File: src/rtl/uart_pkg.sv
// uart_pkg: shared arbiter state encoding, UART state-word fields and clog2 helper
package uart_pkg;
  localparam logic [0:0] ST_IDLE = 1'b0;
  localparam logic [0:0] ST_GRANT = 1'b1;
  localparam int TX_HEAD_LSB = 21;
  localparam int TX_HEAD_W = 7;
  function automatic int clog2(input int v);
    int r;
    r = 0;
    for (int i = 0; i < 31; i++) if ((1 << i) < v) r = i + 1;
    return r;
  endfunction
endpackage

File: src/rtl/uart_tx_arbiter_rr_picker.sv
// rr_picker: first asserted request at or after ptr, wrapping modulo NREQ
module rr_picker
  import uart_pkg::*;
#(
  parameter int NREQ = 3,
  parameter int IW = clog2(NREQ)
) (
  input  logic [NREQ-1:0] req,
  input  logic [IW-1:0]   ptr,
  output logic [IW-1:0]   win,
  output logic            any
);
  int best, off;
  // keep the request with the smallest rotated distance from ptr
  always_comb begin
    win = '0;
    best = NREQ;
    off = 0;
    for (int j = 0; j < NREQ; j++) begin
      off = (j >= int'(ptr)) ? j - int'(ptr) : j + NREQ - int'(ptr);
      if (req[j] && off < best) begin
        best = off;
        win = IW'(j);
      end
    end
  end
  assign any = |req;
endmodule

File: src/rtl/uart_tx_arbiter.sv
// uart_tx_arbiter: packet-granular round-robin sharing of the UART TX byte path
module uart_tx_arbiter
  import uart_pkg::*;
#(
  parameter int NREQ = 3,
  parameter int RING_SIZE_TX = 2,
  parameter int TIMEOUT = 1024
) (
  input  logic                     clk,
  input  logic                     resetn,
  input  logic [NREQ-1:0]          req_valid,
  input  logic [8*NREQ-1:0]        req_data,
  input  logic [NREQ-1:0]          req_last,
  output logic [NREQ-1:0]          req_ready,
  input  logic [31:0]              uart_state,
  output logic                     uart_we,
  output logic [31:0]              uart_di,
  output logic [clog2(NREQ)-1:0]   grant_id,
  output logic                     busy,
  output logic                     timeout_evt
);
  localparam int IW = clog2(NREQ);
  localparam int SW = (clog2(TIMEOUT) > 0) ? clog2(TIMEOUT) : 1;
  logic [0:0] state_q, state_d;
  logic [IW-1:0] grant_id_q, grant_id_d, rr_ptr_q, rr_ptr_d, rr_nx, win;
  logic [RING_SIZE_TX-1:0] head_q, head_d, tail_q, tail_d, fill;
  logic [TX_HEAD_W-1:0] head_f;
  logic [SW-1:0] stall_q, stall_d;
  logic we_q, any, space, v, last, fire, done, unused_state;
  logic [7:0] byte_g;
  rr_picker #(.NREQ(NREQ), .IW(IW)) u_pick (
    .req(req_valid), .ptr(rr_ptr_q), .win(win), .any(any)
  );
  assign head_f = uart_state[TX_HEAD_LSB +: TX_HEAD_W];
  assign head_d = head_f[RING_SIZE_TX-1:0];
  assign unused_state = ^{uart_state, head_f};
  // one spare slot, and no back-to-back writes so the registered head can catch up
  assign fill = tail_q - head_q;
  assign space = (fill != '1) && !we_q;
  assign busy = state_q == ST_GRANT;
  assign v = req_valid[grant_id_q];
  assign last = req_last[grant_id_q];
  assign byte_g = req_data[{grant_id_q, 3'b000} +: 8];
  assign fire = busy && v && space;
  assign timeout_evt = busy && !v && stall_q == SW'(TIMEOUT - 1);
  assign uart_we = fire;
  assign uart_di = fire ? {24'b0, byte_g} : '0;
  assign req_ready = (busy && space) ? NREQ'(1) << grant_id_q : '0;
  assign grant_id = grant_id_q;
  // arbitration, packet completion, stall timer and shadow tail
  always_comb begin
    rr_nx = (grant_id_q == IW'(NREQ - 1)) ? '0 : grant_id_q + 1'b1;
    done = (fire && last) || timeout_evt;
    state_d = busy ? (done ? ST_IDLE : ST_GRANT) : (any ? ST_GRANT : ST_IDLE);
    grant_id_d = (!busy && any) ? win : grant_id_q;
    rr_ptr_d = (busy && done) ? rr_nx : rr_ptr_q;
    stall_d = (!busy || fire || done) ? '0 : (!v ? stall_q + 1'b1 : stall_q);
    tail_d = fire ? tail_q + 1'b1 : tail_q;
  end
  // state registers
  always_ff @(posedge clk or negedge resetn) begin
    if (!resetn) begin
      state_q <= ST_IDLE;
      grant_id_q <= '0;
      rr_ptr_q <= '0;
      head_q <= '0;
      tail_q <= '0;
      stall_q <= '0;
      we_q <= 1'b0;
    end else begin
      state_q <= state_d;
      grant_id_q <= grant_id_d;
      rr_ptr_q <= rr_ptr_d;
      head_q <= head_d;
      tail_q <= tail_d;
      stall_q <= stall_d;
      we_q <= fire;
    end
  end
endmodule
File: config.mk
export PLATFORM = sky130hd
export DESIGN_NAME = uart_tx_arbiter
export DESIGN_NICKNAME = d
export VERILOG_FILES = /design/src/rtl/uart_pkg.sv /design/src/rtl/uart_tx_arbiter_rr_picker.sv /design/src/rtl/uart_tx_arbiter.sv
export SDC_FILE = /design/constraint.sdc
export NUM_CORES = 1
export LEC_CHECK = 0
export BUFFER_PORTS_ARGS = -buffer_cell sky130_fd_sc_hd__buf_2
export CELL_PAD_IN_SITES_DETAIL_PLACEMENT = 2
export CELL_PAD_IN_SITES_GLOBAL_PLACEMENT = 2
export CORE_UTILIZATION = 23
export DETAILED_ROUTE_END_ITERATION = 8
export PLACE_DENSITY_LB_ADDON = 0.15
export SLEW_MARGIN = 20
export SYNTH_ARGS = -nofsm -noshare
export SYNTH_HDL_FRONTEND = slang
export SYNTH_SLANG_ARGS = --single-unit
File: constraint.sdc
create_clock -name clk -period 3 [get_ports clk]
set_input_delay 0.6 -clock clk [delete_from_list [all_inputs] [get_ports clk]]
set_output_delay 0.6 -clock clk [all_outputs]
set_load 0.02 [all_outputs]
==> qor.yml <==
status: "finished, final reports clean"
tritoncts: "built"
timing.final.crit_share: 0.918
drv_slew: 0
cts_resized: 0
h-tree-depth: 1
vias_per_cell: 4.22
hold_viol_final: 0
gp_congestion: 0.672
grt_pass1_vias: 1523
crit_arrival_ns: 2.88
rows: 31
yosysWarnings: 0
dr.pass1.iters: 4
cp_top_family: "compound AO/OA/AOI/OAI gates"
fin_setup_tns_ns: 0
drc_errors: 0
root_buffer: "clkbuf_8"
cts_num_sinks: 20
numPortBuffers: 49
grt.overflow.total: 0
grt_max_degree: 21
core_area_mm2: 0.00721
drt_iter0_markers: 45
ios: 104
clkLatencyLatePin_ns: 0.26
skew_ns: 0.00368
critPathMaxFanout: 6
antenna_found_initial: 0
postCtsHoldBufs: 0
setup_violations: 0
worst_path_most_repeated_cell: "ha_1"
dr_total_vias: 1442
rsz0062_at_grt: "false"
slowest_stage: "dfrtp_1"
yosysSeqAreaShare: 0.293
critPathLaunchType: "flop"
grtUsageTotal: 0.125
period_needed_ns: 2.75
vdd_drop_max_v: 0.000258
netlist_area_mm2: 0.00171
p_per_area_mw_per_mm2: 871
fin_nets: 321
final_core_util: 0.283
hold_class: "input pin to async pin"
multi_input_area_mm2: 0.00105
syn_inst: 190
clk_pin_slew_ns: 0.07
critPathBufInv: 2
fillers: 885
cts-buffers-inserted: 3
end_kind: "flop"
criticalPathCategory: "flop to flop"
ys_ff_latch: 20
critPathRequiredTime_ns: 3.13
crit_chain: "inv_1 -> ha_1 -> ha_1 -> a21boi_0 -> o21ai_0 -> buf_4 -> o21a_1 -> ha_1 -> nor3b_1 -> o221ai_1 -> a21boi_1 -> o21ai_0"
yosys.cell_types.count: 38
area_growth_pct: 19.4
hpwlAfterDp_um: 3660
die_x_um: 88.2
routedWlPerCell_um: 13.1
num_antenna_cells: 0
leakage_uw: 0.00105
cp_slowest_stage_delay_ns: 0.45
grt_pass1_wl_um: 7400
dieArea_mm2: 0.00779
start_util: 0.237
route.antenna.remaining_nets: 0
max_freq_mhz: 363
cts_max_path_buffers: 2
cts_setup_buffers: 0
wirelength_um: 4470
drive_above_1_share: 0.284
die_height_um: 88.2
avgSynthCellArea_um2: 9.00
seqCellArea_um2: 500
cap_violations: 0
cell usage in the layout (no fill, tap or decap), types with 5 or more instances in the layout:
cell and n:
conb_1 24, dfrtp_1 20, o21ai_0 5, ha_1 12, nor2b_1 5, mux2i_1 13
buf_2 49, xor2_1 5, nor2_1 30, a21oi_1 11, inv_1 6, buf_4 8
nand2_1 9, xnor2_1 5
synth_stat cells:
cell	count	area, um^2
mux2i_1	13	130
nand2_1	9	33.8
nand3_4	1	17.5
o21a_1	1	7.51
nand4_1	4	25.0
or3b_4	1	11.3
nor2_1	30	113
buf_4	24	180
a21boi_0	2	15.0
clkbuf_1	3	11.3
nor4bb_1	1	10.0
xnor2_1	5	43.8
o21ai_0	5	25.0
or2_4	1	8.76
o21ai_4	1	16.3
o21ai_1	1	5.00
conb_1	1	3.75
nor3b_1	4	30.0
inv_1	6	22.5
xor2_1	5	43.8
nor2b_1	5	31.3
nand3_1	2	10.0
a2bb2oi_2	1	15.0
nand3b_1	2	15.0
o211ai_2	1	12.5
nor3_1	2	10.0
buf_6	3	33.8
and3_1	4	25.0
o221ai_1	1	8.76
mux2_2	1	11.3
dfrtp_1	20	500
mux2_4	2	30.0
ha_1	12	150
a21oi_1	11	55.1
or3_1	1	6.26
a21o_1	1	7.51
xnor3_1	1	22.5
nand2b_1	2	12.5
worst paths after layout:
path / endpoint / cells past startpoint / slack (ns) / from
worst min-delay path: stall_q[4] / 1 / 0.29 / resetn
worst max register to register: grant_id[0] / 12 / 0.25 / rr_ptr_q[0]
worst min register to register: tail_q[1] / 1 / 0.51 / tail_q[1]
worst max-delay path: grant_id[0] / 12 / 0.25 / rr_ptr_q[0]
min in group clk: head_q[1] / 1 / 0.44 / uart_state[22]
max in group asynchronous: head_q[0] / 1 / 2.39 / resetn
stage by stage:
step                      total power, uW  instances  area [um^2]  hold WS [ns]  setup slack, ns
final                                1780        342         2040         0.286            0.246
after global routing                 1970        342         2040         0.316          0.00463
after CTS                            1830        342         2040         0.303           0.0849
after detailed placement             1650        339         2000         0.503           0.0679
after global placement               1620        339         2000         0.496            0.126
after floorplan                      1310        213         1800         0.304            0.466
area by class of cell:
cell class                      instances  area share
Tap cell                               99      0.0607
Inverter                                6      0.0110
Multi-Input combinational cell        157       0.513
Timing Repair Buffer                   57       0.150
Clock buffer                            3      0.0202
Sequential cell                        20       0.245
sequential cells by signal, summed over array words and instances (netlist names):
signal    count
grant_id      2
we_q          1
rr_ptr_q      2
head_q        2
stall_q      10
tail_q        2
busy          1
cells by family (layout without fill, tap and decap cells):
family,count (synthesis),in the layout,synth area share
multiplexers,16,16,0.100
flip-flops,20,20,0.293
buffers and inverters,36,66,0.145
XOR/XNOR,11,11,0.0644
AND/OR/NAND/NOR,69,69,0.210
other,1,24,0.00219
AO/OA/AOI/OAI,25,25,0.0980
adder cells (fa/ha/maj),12,12,0.0878
power breakdown:
part / switching [uW] / internal [uW]
registers: 115 / 341
clock network: 85.8 / 89.5
logic: 661 / 486
total: 862 / 917
routing by layer:
layer  vias up  global-route usage  routed length [um]
met5         -                   0                   0
met4         0              0.0176                  10
met3         3              0.0299                 227
met2        41               0.223                2260
met1       699               0.155                1980
li1        699                   -                   -
Note: power is estimated with default switching activity, not from simulation.
